[src/rtl/psum_neuron.sv]
// Integrate-and-fire neuron fed by signed partial-sum beats; fires once per timestep.
// Optional leak before the threshold compare is enabled with `define NEURON_LEAK_EN.
module psum_neuron #(
    parameter int PSUM_WIDTH = 13,
    parameter int VMEM_WIDTH = 16
) (
    input  logic                  clk,
    input  logic                  rst,
    input  logic                  psum_valid,
    input  logic [PSUM_WIDTH-1:0] psum_data,
    input  logic                  psum_last,
    output logic                  psum_ready,
    input  logic [VMEM_WIDTH-1:0] thresh,
    input  logic [VMEM_WIDTH-1:0] leak,
    input  logic                  vmem_clr,
    output logic                  spike_valid,
    output logic                  spike,
    input  logic                  spike_ready,
    output logic [VMEM_WIDTH-1:0] vmem,
    output logic [1:0]            dbg_state_o
);

    // Handshakes: a beat moves when psum_valid && psum_ready on a rising edge;
    // a result moves when spike_valid && spike_ready; valid holds its payload until taken.
    typedef enum logic [1:0] {
        ST_ACC  = 2'd0,
        ST_FIRE = 2'd1,
        ST_OUT  = 2'd2
    } state_t;

    localparam int EW = VMEM_WIDTH + 2;
    localparam logic signed [EW-1:0] VMAX = {3'b000, {(VMEM_WIDTH-1){1'b1}}};
    localparam logic signed [EW-1:0] VMIN = {3'b111, {(VMEM_WIDTH-1){1'b0}}};

    state_t                  state_q;
    logic [VMEM_WIDTH-1:0]   vmem_q;
    logic                    spike_q;
    logic                    psum_ready_q;
    logic                    spike_valid_q;

    logic signed [EW-1:0]    vmem_ext;
    logic signed [EW-1:0]    psum_ext;
    logic [VMEM_WIDTH-1:0]   acc_d;
    logic [VMEM_WIDTH-1:0]   fire_d;
    logic                    fire_hit;

    function automatic logic [VMEM_WIDTH-1:0] sat(input logic signed [EW-1:0] x);
        if (x > VMAX) begin
            sat = VMAX[VMEM_WIDTH-1:0];
        end else if (x < VMIN) begin
            sat = VMIN[VMEM_WIDTH-1:0];
        end else begin
            sat = x[VMEM_WIDTH-1:0];
        end
    endfunction

    assign vmem_ext = $signed({{2{vmem_q[VMEM_WIDTH-1]}}, vmem_q});
    assign psum_ext = $signed({{(EW-PSUM_WIDTH){psum_data[PSUM_WIDTH-1]}}, psum_data});
    assign acc_d    = sat(vmem_ext + psum_ext);

`ifdef NEURON_LEAK_EN
    logic signed [EW-1:0] leak_ext;
    assign leak_ext = $signed({2'b00, leak});
    assign fire_d   = sat(vmem_ext - leak_ext);
`else
    logic leak_unused;
    assign leak_unused = ^leak;
    assign fire_d      = vmem_q;
`endif

    assign fire_hit = $signed(fire_d) >= $signed(thresh);

    always_ff @(posedge clk or posedge rst) begin
        if (rst) begin
            state_q       <= ST_ACC;
            vmem_q        <= '0;
            spike_q       <= 1'b0;
            psum_ready_q  <= 1'b1;
            spike_valid_q <= 1'b0;
        end else if (vmem_clr) begin
            // Clear wins over any beat or pending result in the same cycle.
            state_q       <= ST_ACC;
            vmem_q        <= '0;
            spike_q       <= 1'b0;
            psum_ready_q  <= 1'b1;
            spike_valid_q <= 1'b0;
        end else begin
            case (state_q)
                ST_ACC: begin
                    if (psum_valid && psum_ready_q) begin
                        vmem_q <= acc_d;
                        if (psum_last) begin
                            state_q      <= ST_FIRE;
                            psum_ready_q <= 1'b0;
                        end
                    end
                end
                ST_FIRE: begin
                    spike_q       <= fire_hit;
                    vmem_q        <= fire_hit ? '0 : fire_d;
                    spike_valid_q <= 1'b1;
                    state_q       <= ST_OUT;
                end
                ST_OUT: begin
                    if (spike_ready) begin
                        state_q       <= ST_ACC;
                        spike_q       <= 1'b0;
                        spike_valid_q <= 1'b0;
                        psum_ready_q  <= 1'b1;
                    end
                end
                default: begin
                    state_q       <= ST_ACC;
                    spike_q       <= 1'b0;
                    spike_valid_q <= 1'b0;
                    psum_ready_q  <= 1'b1;
                end
            endcase
        end
    end

    assign psum_ready  = psum_ready_q;
    assign spike_valid = spike_valid_q;
    assign spike       = spike_q;
    assign vmem        = vmem_q;
    assign dbg_state_o = state_q;

endmodule

[config.mk]
export PLATFORM = sky130hd
export DESIGN_NAME = psum_neuron
export DESIGN_NICKNAME = d
export VERILOG_FILES = /design/src/rtl/psum_neuron.sv
export SDC_FILE = /design/constraint.sdc
export NUM_CORES = 1
export LEC_CHECK = 0
export CAP_MARGIN = 5
export CORE_MARGIN = 1
export CORE_UTILIZATION = 40
export DETAILED_ROUTE_END_ITERATION = 8
export GPL_TIMING_DRIVEN = 1
export PLACE_DENSITY = 0.72
export SLEW_MARGIN = 40
export SYNTH_ARGS = -nofsm -noshare
export SYNTH_HDL_FRONTEND = slang
export SYNTH_SLANG_ARGS = --single-unit
[constraint.sdc]
create_clock -name clk -period 3.2 [get_ports clk]
set_input_delay 0.64 -clock clk [delete_from_list [all_inputs] [get_ports clk]]
set_output_delay 0.64 -clock clk [all_outputs]
set_load 0.02 [all_outputs]
==> impl_metrics.yaml, run 1 <==
timing:
  worst_slack_ps: 318
  finalSetupTns_ps: 0
  relSlewSlack_pct: 70.5
  hold_viol: 0
  max_freq_mhz: 347
  rsz0062_at_grt: "false"
  timing.final.crit_period_ps: 2880
  fin_crit_sh_pct: 90.1
  finClkSkew_ps: 1.93
  setup_viol: 0
  report.final.slew_viol_count: 0
  worst_pin_slew_ps: 442
yosys:
  synth_flop_cell: "dfrtp_1"
  yosysUniqueCellTypes: 53
  synth_edf_count: 0
  synth_seq_cells: 21
  netlist_area_um2: 2070
  syn_inst: 243
  synth-seq-area-share_pct: 25.5
  yosysWarnings: 0
  syn_nets: 327
  async_reset_ff_share_pct: 100
  avgSynthCellArea_um2: 8.52
worst_setup_path:
  start_kind: "input pin"
  crit_type: "input pin to flip-flop"
  reg2reg_depth: 9
  cp_max_fo: 7
  crit_required_ps: 3400
  worstPathArrival_ps: 3080
  worstSetupEndpointType: "flip-flop"
grt:
  gr-total-overflow: 0
  antenna_found_initial: 0
  grt_use_total_pct: 19.5
  grt_pass1_vias: 1850
  grt_pass1_wl_mm: 8.27
  grt_max_degree: 22
die:
  coreArea_um2: 4850
  rows: 25
  ios: 72
  start_util_pct: 42.7
  die_area_um2: 5470
  die_h_um: 73.9
  fp.dieW_um: 73.9
final_layout:
  nets: 389
  syn2layout_area_growth_pct: 34.5
  final_core_util_pct: 57.4
  multi_input_area_um2: 1420
  fillers: 448
  diodes: 0
  fin_area_um2: 2780
  seqCellArea_um2: 527
  drive_gt1_share_pct: 8.22
  layout.cells.non_filler: 371
power_and_ir_drop:
  cellLeakagePower_nw: 1.29
  powerDensity_nw_per_um2: 600
  peakVddDrop_uv: 309
placement:
  dpl_cell_area_um2: 2740
  dp_cells: 367
  gp_congestion: 0.871
  port-buffer-count: 55
  detailedPlace.worstSlack_ps: 59.2
  hpwl_mm: 4.14
cts:
  hold_buffers: 0
  clock_sinks: 21
  cts_tree: "done"
  clk_pin_slew_worst_paths_ps: 70
  cts_buffers: 3
  post_cts_buffers: 0
  clock-root-buffer: "clkbuf_8"
  clk_latency_ps: 260
  cts_resized: 0
  clock_path_buffers: 2
  h-tree-depth: 1
route:
  postRouteAntennaNets: 0
  drt_pass1_iterations: 5
  num_vias: 1990
  drt_iter0_markers: 90
  drc: 0
  via_per_inst: 5.36
  wire_per_inst_um: 13.4
  totalWireLength_mm: 4.96
outcome:
  status: "finished clean"
worst_hold_path:
  hp-class: "flip-flop to flip-flop"
  hold_path_depth: 1
flow_run:
  drv_cap: 0
==> per-stage QoR <==
| stage | hold WS (ps) | power (mW) |
|---|---|---|
| 4_1_cts | 562 | 1.67 |
| 5_1_grt | 579 | 1.82 |
| 2_1_floorplan | 578 | 1.13 |
| 6_report | 565 | 1.67 |
| 3_3_place_gp | 543 | 1.49 |
| 3_5_place_dp | 555 | 1.50 |
==> layout by cell type (no fill, tap or decap), types with 3 or more instances in the layout <==
cell and n:
nand2b_1 7, o211ai_1 3, nand4_1 4, a221o_1 8, nor3_1 4, o22ai_1 3
a21o_1 3, a21oi_1 22, xnor2_1 5, nand2_1 16, xor2_1 5, buf_4 8
o21ai_1 10, dfrtp_1 20, ha_1 32, nand3_1 6, o21ai_0 10, nor2_1 13
clkbuf_8 3, a31oi_1 3, inv_1 24, clkdlybuf4s50_1 55
==> power breakdown <==
part | switching [mW] | internal [mW]
clock | 0.0809 | 0.0886
sequential | 0.0909 | 0.329
combinational | 0.561 | 0.520
total | 0.732 | 0.937
==> final cells by class <==
class                           count  share of cell area [%]
Inverter                           25                    3.37
Sequential cell                    21                    18.9
Clock buffer                        4                    1.62
Timing Repair Buffer               63                    21.9
Tap cell                           67                    3.01
Multi-Input combinational cell    191                    51.1
==> cell usage after synthesis (all sizes together) (6+ instances only) <==
library cell | number | area share, %
nand2b | 7 | 2.1
o21ai | 21 | 5.3
nand2 | 16 | 2.9
a221o | 8 | 3.9
dfrtp | 20 | 24
a21oi | 24 | 6.2
inv | 25 | 4.5
ha | 32 | 19
nor2 | 13 | 2.4
nand3 | 6 | 1.5
nor3 | 6 | 2.2
==> state kept, by name, indices dropped and copies added, names as in the netlist <==
register / flops
vmem: 16
dbg_state_o: 2
psum_ready: 1
spike: 1
spike_valid: 1
==> cells by family after synthesis <==
kind of cell,Yosys count,synth area share (%)
flops,21,25.5
fa+ha+maj,34,20.9
compound gates,79,25.5
simple gates,68,18.1
buf+inv,31,5.80
xor+xnor,10,4.23
==> critical path, stage by stage <==
cell             delay [ps]
clkdlybuf4s50_1         460
ha_1                    170
inv_1                    50
fa_1                    370
nand2b_1                170
a21oi_1                 200
o211ai_1                150
a32o_2                  370
a21oi_2                 310
a221o_1                 200
==> final timing paths <==
path                                    from        endpoint  slack [ps]
worst max-delay path            psum_data[0]         vmem[0]         320
worst min-delay path              psum_ready  dbg_state_o[0]         570
worst max register to register       vmem[0]         vmem[0]         730
worst min register to register    psum_ready  dbg_state_o[0]         570
max in group asynchronous                rst      psum_ready        2170
min in group asynchronous                rst     spike_valid         700
==> metal layers <==
metal,share of wire (%),routed length (µm),up-vias,global-route usage [%]
met3,4.0,201,4,1.36
met5,0,0,-,0
li1,-,-,1020,-
met2,47,2310,44,33.1
met4,0.91,45,0,5.13
met1,48,2410,922,26.9
(Power assumes the default switching activity.)
==> inputs of run 2 (changes only) <==
--- a/config.mk
+++ b/config.mk
@@ -7,10 +7,9 @@
 export LEC_CHECK = 0
 export CAP_MARGIN = 5
 export CORE_MARGIN = 1
-export CORE_UTILIZATION = 40
+export CORE_UTILIZATION = 30
 export DETAILED_ROUTE_END_ITERATION = 8
 export GPL_TIMING_DRIVEN = 1
-export PLACE_DENSITY = 0.72
 export SLEW_MARGIN = 40
 export SYNTH_ARGS = -nofsm -noshare
 export SYNTH_HDL_FRONTEND = slang
==> impl_metrics.yaml, run 2 (synthesis results as in run 1) <==
timing:
  report.final.slew_viol_count: 0
  fin_crit_sh_pct: 91.8
  finClkSkew_ps: 1.37
  relSlewSlack_pct: 69.9
  whs_ps: 552
  worst_pin_slew_ps: 451
  setup_viol: 0
  timing.final.crit_period_ps: 2940
  hold_viol: 0
  max_freq_mhz: 341
  finalSetupTns_ps: 0
  rsz0062_at_grt: "false"
placement:
  dp_cells: 389
  hpwl_mm: 4.45
  gp_congestion: 0.799
  port-buffer-count: 55
  dpl_cell_area_um2: 2840
worst_setup_path:
  worstPathArrival_ps: 3080
  worstSetupEndpointType: "flip-flop"
  crit_type: "input pin to flip-flop"
  crit_required_ps: 3340
  rr_startpoint: "vmem[0]"
  cp-startpoint: "psum_data[0]"
  cp_max_fo: 2
  start_kind: "input pin"
final_layout:
  nets: 401
  syn2layout_area_growth_pct: 39.4
  largest_reg_flops: 16
  diodes: 0
  layout.cells.non_filler: 393
  final_common_cell: "clkdlybuf4s50_1"
  drive_gt1_share_pct: 11.7
  multi_input_area_um2: 1420
  fillers: 634
  final_core_util_pct: 44.4
  layout_common_cells: "55 x clkdlybuf4s50_1, 32 x ha_1, 24 x inv_1"
  fin_area_um2: 2890
  seqCellArea_um2: 527
worst_hold_path:
  min-delay-start: "spike_valid"
  hp-class: "flip-flop to flip-flop"
cts:
  cts_buffers: 3
  clock-root-buffer: "clkbuf_8"
  clock_sinks: 21
  cts_tree: "done"
  cts_resized: 0
  clk_latency_ps: 250
  hold_buffers: 0
  clk_pin_slew_worst_paths_ps: 70
  h-tree-depth: 1
  post_cts_buffers: 0
  clock_path_buffers: 2
die:
  rows: 29
  start_util_pct: 31.9
  die_area_um2: 7230
  coreArea_um2: 6490
  die_h_um: 85.1
  ios: 72
  fp.dieW_um: 85.1
grt:
  grt_use_total_pct: 15.3
  grt_pass1_vias: 1989
  grt_max_degree: 22
  gr-total-overflow: 0
  grt_pass1_wl_mm: 8.88
  antenna_found_initial: 0
route:
  num_vias: 1993
  drc: 0
  drt_pass1_iterations: 4
  wire_per_inst_um: 13.3
  postRouteAntennaNets: 0
  via_per_inst: 5.07
  totalWireLength_mm: 5.24
  drt_iter0_markers: 90
power_and_ir_drop:
  cellLeakagePower_nw: 1.35
  peakVddDrop_uv: 239
  powerDensity_nw_per_um2: 600
outcome:
  status: "finished clean"
flow_run:
  drv_cap: 0
[run 2: critical path: stages]
cell and delay, ps:
clkdlybuf4s50_1 460, ha_1 160, inv_1 50, fa_1 380, nand2b_1 190, a21oi_1 200
buf_4 150, o21ai_1 90, o21bai_1 220, or4b_1 150, nand4_1 70, a221o_1 320
[run 2: worst paths after layout]
| path | endpoint | slack (ps) | cells past startpoint |
|---|---|---|---|
| setup / recovery | vmem[14] | 260 | 12 |
| hold / removal | spike_valid | 550 | 2 |
| setup reg to reg | vmem[14] | 690 | 11 |
| hold reg to reg | spike_valid | 550 | 2 |
| max in group asynchronous | psum_ready | 2170 | 2 |
| min in group asynchronous | dbg_state_o[0] | 700 | 2 |
[run 2: metrics by stage]
| step | total power [mW] | setup WS, ps |
|---|---|---|
| 3_5_place_dp | 1.57 | 5.96 |
| 6_report | 1.73 | 263 |
| 5_1_grt | 1.89 | 112 |
| 4_1_cts | 1.75 | 269 |
| 3_3_place_gp | 1.56 | 42.5 |
| 2_1_floorplan | 1.13 | 572 |
[run 2: final cells by class]
type                    instances  area share (%)
well taps                      77            3.34
repair buffers                 75            24.3
multi-input cells             191            49.3
inverters                      25            3.25
clock buffers                   4            1.56
flip-flops and latches         21            18.3
[run 2: routing by layer]
layer	share of wire, %	GRT usage (%)
met1	46	19.6
met3	4.8	1.36
met5	0	0
met4	0.84	4.47
met2	48	27.2
[run 2: power breakdown]
group	switching (mW)	internal (mW)	leakage, nW
combinational	0.576	0.567	1.05
clock	0.0770	0.0884	0.0228
sequential	0.0941	0.329	0.278
total	0.747	0.984	1.35
